===== src/rtl/riscv_pkg.sv =====
// Shared RV32I definitions: register width, base opcodes, immediate formats and opcode classifiers.
// Used by the decode stage and by the imm_gen sub-module.
package riscv_pkg;

    localparam int XLEN = 32;

    localparam logic [6:0] OPC_LUI    = 7'b0110111;
    localparam logic [6:0] OPC_AUIPC  = 7'b0010111;
    localparam logic [6:0] OPC_JAL    = 7'b1101111;
    localparam logic [6:0] OPC_JALR   = 7'b1100111;
    localparam logic [6:0] OPC_BRANCH = 7'b1100011;
    localparam logic [6:0] OPC_LOAD   = 7'b0000011;
    localparam logic [6:0] OPC_STORE  = 7'b0100011;
    localparam logic [6:0] OPC_OPIMM  = 7'b0010011;
    localparam logic [6:0] OPC_OP     = 7'b0110011;
    localparam logic [6:0] OPC_FENCE  = 7'b0001111;
    localparam logic [6:0] OPC_SYSTEM = 7'b1110011;

    typedef enum logic [2:0] {
        FMT_R = 3'd0,
        FMT_I = 3'd1,
        FMT_S = 3'd2,
        FMT_B = 3'd3,
        FMT_U = 3'd4,
        FMT_J = 3'd5
    } imm_fmt_t;

    // Unknown opcodes map to FMT_R so they carry a zero immediate.
    function automatic imm_fmt_t opc_fmt(input logic [6:0] opc);
        imm_fmt_t f;
        case (opc)
            OPC_LUI, OPC_AUIPC:                               f = FMT_U;
            OPC_JAL:                                          f = FMT_J;
            OPC_JALR, OPC_LOAD, OPC_OPIMM, OPC_FENCE,
            OPC_SYSTEM:                                       f = FMT_I;
            OPC_STORE:                                        f = FMT_S;
            OPC_BRANCH:                                       f = FMT_B;
            default:                                          f = FMT_R;
        endcase
        return f;
    endfunction

    function automatic logic opc_legal(input logic [6:0] opc);
        logic l;
        case (opc)
            OPC_LUI, OPC_AUIPC, OPC_JAL, OPC_JALR, OPC_BRANCH, OPC_LOAD,
            OPC_STORE, OPC_OPIMM, OPC_OP, OPC_FENCE, OPC_SYSTEM: l = 1'b1;
            default:                                             l = 1'b0;
        endcase
        return l;
    endfunction

    function automatic logic opc_writes_rd(input logic [6:0] opc);
        logic w;
        case (opc)
            OPC_LUI, OPC_AUIPC, OPC_JAL, OPC_JALR, OPC_LOAD, OPC_OPIMM,
            OPC_OP:  w = 1'b1;
            default: w = 1'b0;
        endcase
        return w;
    endfunction

endpackage


===== src/rtl/imm_gen.sv =====
// RV32I immediate generator, sign-extended from instr[31].
// Purely combinational: zero latency, no flow control.
module imm_gen
    import riscv_pkg::*;
(
    input  logic [XLEN-1:0] instr,
    input  logic [2:0]      fmt,
    output logic [XLEN-1:0] imm
);

    always_comb begin
        imm = '0;
        case (fmt)
            FMT_I:   imm = {{20{instr[31]}}, instr[31:20]};
            FMT_S:   imm = {{20{instr[31]}}, instr[31:25], instr[11:7]};
            FMT_B:   imm = {{19{instr[31]}}, instr[31], instr[7], instr[30:25], instr[11:8], 1'b0};
            FMT_U:   imm = {instr[31:12], 12'b0};
            FMT_J:   imm = {{11{instr[31]}}, instr[31], instr[19:12], instr[20], instr[30:21], 1'b0};
            default: imm = '0;
        endcase
    end

endmodule


===== src/rtl/decode_stage.sv =====
// RV32I decode stage: single-entry register with operand read, writeback bypass and load-use stall.
// Latency: one cycle from acceptance to out_valid. Backpressure: valid/ready; outputs hold while !out_ready.
module decode_stage
    import riscv_pkg::*;
#(
    parameter int FWD_EN = 1
)(
    input  logic            clk,
    input  logic            rst_n,

    input  logic            in_valid,
    input  logic [XLEN-1:0] in_instr,
    input  logic [XLEN-1:0] in_pc,
    output logic            in_ready,

    output logic [4:0]      rf_addr1,
    output logic [4:0]      rf_addr2,
    input  logic [XLEN-1:0] rf_rs1,
    input  logic [XLEN-1:0] rf_rs2,

    input  logic            wb_write,
    input  logic [4:0]      wb_addr,
    input  logic [XLEN-1:0] wb_data,

    input  logic            ex_load,
    input  logic [4:0]      ex_rd,
    input  logic            flush,

    output logic            out_valid,
    input  logic            out_ready,
    output logic [XLEN-1:0] out_pc,
    output logic [XLEN-1:0] out_rs1_val,
    output logic [XLEN-1:0] out_rs2_val,
    output logic [XLEN-1:0] out_imm,
    output logic [4:0]      out_rd,
    output logic [6:0]      out_opcode,
    output logic [2:0]      out_funct3,
    output logic            out_funct7b5,
    output logic            out_rd_we,
    output logic            out_illegal
);

    logic [6:0]      opcode;
    logic [4:0]      rd;
    imm_fmt_t        fmt;
    logic            legal;
    logic            uses_rs1;
    logic            uses_rs2;
    logic            stall;
    logic            slot_free;
    logic [XLEN-1:0] imm;
    logic [XLEN-1:0] op1;
    logic [XLEN-1:0] op2;

    assign opcode   = in_instr[6:0];
    assign rd       = in_instr[11:7];
    assign rf_addr1 = in_instr[19:15];
    assign rf_addr2 = in_instr[24:20];
    assign fmt      = opc_fmt(opcode);
    assign legal    = opc_legal(opcode);

    // Illegal words never read operands, so they can never stall the pipe.
    assign uses_rs1 = legal & (fmt == FMT_I || fmt == FMT_S || fmt == FMT_B || fmt == FMT_R);
    assign uses_rs2 = legal & (fmt == FMT_S || fmt == FMT_B || fmt == FMT_R);

    assign stall = in_valid & ex_load & (ex_rd != 5'd0) &
                   ((uses_rs1 & (ex_rd == rf_addr1)) | (uses_rs2 & (ex_rd == rf_addr2)));

    assign slot_free = ~out_valid | out_ready;
    assign in_ready  = slot_free & ~stall & ~flush;

    imm_gen u_imm_gen (
        .instr (in_instr),
        .fmt   (fmt),
        .imm   (imm)
    );

    always_comb begin
        op1 = rf_rs1;
        op2 = rf_rs2;
        if (FWD_EN != 0 && wb_write && wb_addr != 5'd0 && wb_addr == rf_addr1) op1 = wb_data;
        if (FWD_EN != 0 && wb_write && wb_addr != 5'd0 && wb_addr == rf_addr2) op2 = wb_data;
        if (rf_addr1 == 5'd0) op1 = '0;
        if (rf_addr2 == 5'd0) op2 = '0;
    end

    always_ff @(posedge clk or negedge rst_n) begin
        if (!rst_n) begin
            out_valid    <= 1'b0;
            out_pc       <= '0;
            out_rs1_val  <= '0;
            out_rs2_val  <= '0;
            out_imm      <= '0;
            out_rd       <= '0;
            out_opcode   <= '0;
            out_funct3   <= '0;
            out_funct7b5 <= 1'b0;
            out_rd_we    <= 1'b0;
            out_illegal  <= 1'b0;
        end else if (flush) begin
            out_valid <= 1'b0;
        end else if (slot_free) begin
            out_valid <= in_valid & in_ready;
            if (in_valid & in_ready) begin
                out_pc       <= in_pc;
                out_rs1_val  <= op1;
                out_rs2_val  <= op2;
                out_imm      <= imm;
                out_rd       <= rd;
                out_opcode   <= opcode;
                out_funct3   <= in_instr[14:12];
                out_funct7b5 <= in_instr[30];
                out_rd_we    <= legal & opc_writes_rd(opcode) & (rd != 5'd0);
                out_illegal  <= ~legal;
            end
        end
    end

endmodule


===== config.mk =====
export PLATFORM = sky130hd
export DESIGN_NAME = decode_stage
export DESIGN_NICKNAME = d
export VERILOG_FILES = /design/src/rtl/riscv_pkg.sv /design/src/rtl/imm_gen.sv /design/src/rtl/decode_stage.sv
export SDC_FILE = /design/constraint.sdc
export NUM_CORES = 1
export LEC_CHECK = 0
export ABC_AREA = 1
export BUFFER_PORTS_ARGS = -buffer_cell sky130_fd_sc_hd__buf_2
export CAP_MARGIN = 25
export CORE_ASPECT_RATIO = 0.8
export CORE_MARGIN = 1.5
export CORE_UTILIZATION = 49
export DETAILED_ROUTE_END_ITERATION = 8
export PLACE_DENSITY = 0.81
export SYNTH_ARGS = -nofsm -noshare
export SYNTH_HDL_FRONTEND = slang
export SYNTH_HIERARCHICAL = 1
export SYNTH_SLANG_ARGS = --single-unit

===== constraint.sdc =====
create_clock -name clk -period 1.8 [get_ports clk]
set_input_delay 0.27 -clock clk [delete_from_list [all_inputs] [get_ports clk]]
set_output_delay 0.27 -clock clk [all_outputs]
set_load 0.1 [all_outputs]

# [After elaboration in Yosys (flattened, before gate mapping)]
# Index checks and enable logic that the tools add are counted.
[classes] reduce_logical=20 n_bitwise=18 n_mux=13 eq_ne=20
[ops] cell="case mux 32 bit (5 select lines)" n=1
[ops] cell="two-way mux 32 bit" n=4
[ops] cell="== test 7 bit (second input constant)" n=4
[ops] cell="== test 7 x 6 -> 1 bit (second input constant)" n=3
[ops] cell="== test 5 bit" n=4
[ops] cell="case mux 3 bit (5 select lines)" n=1
[ops] cell="nonzero test 5 bit" n=3
[ops] cell="== test 7 x 5 -> 1 bit (second input constant)" n=2
[ops] cell="AND 1 bit" n=12
[ops] cell="OR reduction 11 bit" n=1
[ops] cell="logical NOT 5 bit" n=2
[ops] cell="== test 7 x 2 -> 1 bit (second input constant)" n=1
[ops] cell="== test 7 x 4 -> 1 bit (second input constant)" n=1
[ops] cell="two-way mux 1 bit" n=7
[ops] cell="OR reduction 7 bit" n=1
[ops] cell="== test 3 x 2 -> 1 bit (second input constant)" n=2
[ops] cell="== test 3 bit (second input constant)" n=2
[ops] cell="logical OR 1 bit" n=5
[ops] cell="OR reduction 5 bit" n=1
[ops] cell="NOT 1 bit" n=4
[ops] cell="== test 3 x 1 -> 1 bit (second input constant)" n=1
[ops] cell="logical AND 1 bit" n=3
[ops] cell="logical NOT 3 bit" n=1
[ops] cell="AND reduction 3 bit" n=1
[ops] cell="3 further kinds" n=4
[word_totals] wordCells=82 register_bits=147 out_inout_bits=158 input_bits=177

# [Longest topological paths before layout]
[depth] ltp_word=20 mapped_depth=14

# [By module]
# The synthesis kept the hierarchy.
[by_module_without_submodules] mod="decode_stage" cells_per_inst=1129 area_per_inst_um2=7958.9 n_inst=1
[by_module_without_submodules] mod="imm_gen" cells_per_inst=92 area_per_inst_um2=455.4 n_inst=1

# [Worst setup path before layout]
# No wires, ideal clock.
[synth_path] kind="input -> output" from="input in_instr[1]" to="output in_ready" required_ps=1530 n_path_buf=1 path_slack_ps=-1096 cell_stages=11 arrival_ps=2626 path_cell_list="nand2_1 > inv_2 > nand2_1 > nor2_1 > inv_1 > o21ai_1 > inv_1 > nand3_2 > clkbuf_1 > nand2_1 > nor2_1"
[synth_between] elab_chain_cells=14
[synth_lines] element="start: declaration" line_no="decode_stage.sv:12" text="input logic [XLEN-1:0] in_instr,"
[synth_lines] element="== test 7 bit, or another cell as far along" line_no="riscv_pkg.sv:31" text="case (opc)"
[synth_lines] element="OR reduction 5 bit or OR reduction 2 bit (tied branches)" line_no="riscv_pkg.sv:31"
[synth_lines] element="case mux 3 bit (5 select lines) *" line_no="riscv_pkg.sv:31"
[synth_lines] element="named net fmt[2]" line_no="decode_stage.sv:45" text="imm_fmt_t fmt;"
[synth_lines] element="== test 3 x 1 -> 1 bit or == test 3 x 2 -> 1 bit (tied branches)" line_no="decode_stage.sv:63, decode_stage.sv:64"
[synth_lines] element="logical OR 1 bit (3 in series)" line_no="decode_stage.sv:63" text="assign uses_rs1 = legal & (fmt == FMT_I || fmt == FMT_S || fmt == FMT_B || fmt == FMT_R);"
[synth_lines] element="AND 1 bit" line_no="decode_stage.sv:63"
[synth_lines] element="AND 1 bit" line_no="decode_stage.sv:67" text="((uses_rs1 & (ex_rd == rf_addr1)) | (uses_rs2 & (ex_rd == rf_addr2)));"
[synth_lines] element="OR 1 bit *" line_no="decode_stage.sv:67"
[synth_lines] element="AND 1 bit *" line_no="decode_stage.sv:66" text="assign stall = in_valid & ex_load & (ex_rd != 5'd0) &"
[synth_lines] element="NOT 1 bit *" line_no="decode_stage.sv:70" text="assign in_ready = slot_free & ~stall & ~flush;"
[synth_lines] element="AND 1 bit * (2 in series)" line_no="decode_stage.sv:70"
[synth_lines] element="end: declaration" line_no="decode_stage.sv:14" text="output logic in_ready,"
# Mark *: on every way through the listed nets, which the timed path passes. The rest lies on a longest branch.

# [Worst setup path after layout]
[layout_path] from="input in_instr[6]" to="output in_ready"
[layout_between] elab_chain_cells=14
[layout_lines] element="== test 7 bit, or another cell as far along" line_no="riscv_pkg.sv:31, riscv_pkg.sv:45"
[layout_lines] element="OR reduction 5 bit or OR reduction 2 bit (tied branches)" line_no="riscv_pkg.sv:31"
[layout_lines] element="case mux 3 bit (5 select lines)" line_no="riscv_pkg.sv:31"
[layout_lines] element="== test 3 x 1 -> 1 bit or == test 3 x 2 -> 1 bit (tied branches)" line_no="decode_stage.sv:63, decode_stage.sv:64"
[layout_lines] element="logical OR 1 bit (3 in series)" line_no="decode_stage.sv:63"
[layout_lines] element="AND 1 bit" line_no="decode_stage.sv:63"
[layout_lines] element="AND 1 bit" line_no="decode_stage.sv:67"
[layout_lines] element="OR 1 bit *" line_no="decode_stage.sv:67"
[layout_lines] element="AND 1 bit *" line_no="decode_stage.sv:66"
[layout_lines] element="NOT 1 bit *" line_no="decode_stage.sv:70"
[layout_lines] element="AND 1 bit * (2 in series)" line_no="decode_stage.sv:70"
# Mark *: on every way between the ends. The rest lies on a longest branch, timed or not.

==> impl_results.md <==
- Bufs and invs on worst path: 3
- TritonCTS buffer count: 17
- Number of unique standard cell types used by synthesis: 22
- Signed area change from the synthesized netlist to the final layout: 37.0%
- Placed Instance Area: 10700 sq um
- Number of instances in the synthesized netlist: 1221
- Max-slew headroom: 51.9%
- Status: finished, violations left
- CP max-delay cell: buf_12
- Initial Util: 50.5%
- Clock Root Buffer: clkbuf_16
- Power density cells: 1120 nW/um^2
- Period utilisation layout: 103%
- RSZ-0062 raised after global routing: yes
- Violated checks: negative setup slack
- Horizontal die dimension: 150 um
- Detailed-placement wirelength estimate: 19500 um
- Clock-pin slew on the worst setup and hold paths: 0.07 ns
- Mapped Avg Cell Area: 6.89 sq um
- Final worst-path setup slack: -0.0503 ns
- Wire length of the first global-routing pass: 44100 um
- Total GRT Usage: 31.2%
- Post-Synthesis Net Count: 1398
- Endpoint class of the critical path: output port
- Cell leakage power: 7.13 nW
- Number of max-slew violations in the final report: 0
- Clock Latency Late Sink: 0.43 ns
- Final routed DRC violation total: 0
- Worst Clk Skew: 0.00955 ns
- Number of violations reported at the end of detailed-routing iteration 0: 853
- Slowest cell delay on critical path: 0.16 ns
- Leading cell type in the layout, fill and taps excluded: nand2_1
- Period minus WS final: 1.85 ns
- Via count of the first global-routing pass: 8919
- Number of synthesized register bits: 147
- Routability congestion estimate: 0.943
- Startpoint type of the worst setup path: input port
- IO Pins: 335
- PortBufs: 334
- Final Net Count: 1735
- Achievable clock frequency: 540 MHz
- Critical path peak fanout: 7
- Die Area: 18000 sq um
- Die span in y: 120 um
- Final hold viol count: 0
- Class of the most critical hold timing path: input port to flop
- Floorplan Core Area: 16700 sq um
- Via count: 9628
- CTS H-Tree Depth: 4
- Worst ir drop on vdd: 0.704 mV
- Maxcap violations: 0
- # rows: 42
- Cell class contributing the biggest share of worst-path delay: simple AND/OR/NAND/NOR gates
- Most common cell on crit path: nor2_2
- Worst-case setup slack after placement: -0.244 ns
- Detailed-router iteration count before antenna repair: 7
- Series of cell instances along the critical path: buf_4 > nand2_1 > nor2_2 > nand2_2 > buf_4 > nand3_2 > nor2_2 > nor2_2 > nand3_4 > nand2_4 > nor2_4 > buf_12
- Slew @ Worst Pin: 0.721 ns
- Critical path class: input port to output port
- Final wirelength: 28600 um
- Count of filler cells inserted in the layout: 1352
- Data required time at the worst endpoint: 1.53 ns
- Number of antenna violations at the first check in global routing: 1
- Sequential share of the synthesized area: 43.7%
- Fraction of layout instances using a drive strength above 1: 31.1%
- Vias per inst: 5.37
- Post-Syn Area: 8410 sq um
- Post-Layout Inst Area: 11500 sq um
- Yosys warnings: 6
- Clock tree from TritonCTS: done
- Count of nets left with antenna violations after detail routing: 0
- Mean routed wirelength per cell: 16.0 um
- Count of endpoints failing setup in the final report: 1
- Number of sinks on the clock net: 147
- Most frequent cells in the layout: 472 x nand2_1, 324 x buf_2, 149 x nor2_1, 149 x nand4_1, 146 x dfrtp_1
- Residual overflow from global routing: 0
- Arrival time at the worst endpoint: 1.58 ns
- Bufs on Longest Clock Path: 2
- Pin count of the biggest net entering global routing: 148
==> synthesized netlist by cell type <==
library cell	n	area (sq um)
dfrtp_1	147	3680
o21ai_1	2	10.0
o211ai_2	1	12.5
xnor2_1	6	52.6
a21boi_0	1	7.51
nand4_1	149	932
buf_6	3	33.8
buf_1	1	3.75
xor2_1	6	52.6
buf_4	27	203
inv_1	94	353
nand3_2	3	30.0
inv_2	3	11.3
nand3_1	55	275
buf_2	20	100
nor3_1	4	20.0
nor2_1	158	593
clkbuf_1	51	191
nor2_2	3	18.8
nand2_1	481	1810
o21ai_0	3	15.0
a21oi_1	3	15.0
==> worst min-delay path: cells and delay by family <==
kind,cells,cell delay (ns)
simple gates,2,0.15
buf+inv,1,0.08
==> registers in the layout (all words and copies together), names as in the netlist <==
| signal | cells |
|---|---|
| out_funct3 | 3 |
| out_funct7b5 | 1 |
| out_illegal | 1 |
| out_imm | 32 |
| out_opcode | 7 |
| out_pc | 32 |
| out_rd | 5 |
| out_rd_we | 1 |
| out_rs1_val | 32 |
| out_rs2_val | 32 |
| out_valid | 1 |
==> cell type report <==
cell class | instances | area (sq um) | area share [%]
clock buffers | 17 | 425 | 3.69
diodes | 1 | 2.50 | 0.0217
well taps | 220 | 275 | 2.39
inverters | 97 | 369 | 3.20
repair buffers | 419 | 2610 | 22.6
multi-input cells | 876 | 4010 | 34.8
clock inverters | 15 | 160 | 1.39
flip-flops and latches | 147 | 3680 | 31.9
==> cell families (layout without fill, tap and decap cells) <==
kind of cell | Yosys count | in the layout | synth area share, %
and+or+nand+nor | 853 | 854 | 43.7
DFF | 147 | 147 | 43.7
other | 0 | 1 | 0
buffers and inverters | 199 | 548 | 10.6
xor gates and xnor gates | 12 | 12 | 1.25
AOI/OAI and AO/OA | 10 | 10 | 0.714
==> final timing paths <==
path | from | to | slack, ns | cells after the start
hold reg to reg | out_imm[16] | out_imm[16] | 0.47 | 2
setup / recovery | in_instr[6] | in_ready | -0.05 | 12
hold / removal | in_pc[29] | out_pc[29] | 0.09 | 3
setup reg to reg | out_valid | out_rs2_val[31] | 0.24 | 5
min in group asynchronous | rst_n | out_rs2_val[9] | 0.30 | 2
max in group asynchronous | rst_n | out_imm[11] | 0.88 | 3
==> per-layer routing <==
layer	wire, um	global-route usage (%)	vias to the layer above	share of wire (%)
met5	0	0	-	0
met2	13300	50.6	554	46
met3	2790	7.13	87	9.7
li1	-	-	4561	-
met4	1150	15.1	0	4.0
met1	11400	39.3	4426	40
==> power by group <==
part           internal (mW)  switching [mW]  total [mW]
registers               3.74           0.240        3.98
logic                  0.909            4.45        5.36
clock network           1.97            1.62        3.58
total                   6.61            6.31        12.9
==> repair_timing <==
action | in CTS | in global routing
hold buffers | 1 | 0
hold endpoints to repair | 31 | 0
gates cloned | 0 | 5
pin swaps | 15 | 16
resized for setup | 19 | 31
buffers inserted | 4 | 2
setup endpoints to repair | 1 | 147
==> stage by stage <==
| step | power, mW | setup TNS (ns) | std cells | hold slack [ns] | util [%] |
|---|---|---|---|---|---|
| 6_report | 12.9 | -0.0503 | 1792 | 0.0893 | 69.2 |
| 2_1_floorplan | 8.13 | -0.128 | 1221 | -0.0256 | - |
| 4_1_cts | 12.9 | 0 | 1785 | 0.0779 | 68.0 |
| 5_1_grt | 13.4 | -0.193 | 1792 | 0.0820 | 69.2 |
| 3_5_place_dp | 9.31 | -25.90 | 1749 | 0.210 | 64.0 |
| 3_3_place_gp | 9.25 | -15.04 | 1749 | 0.195 | 64.0 |
No activity file was read; power rests on OpenSTA's default activity.
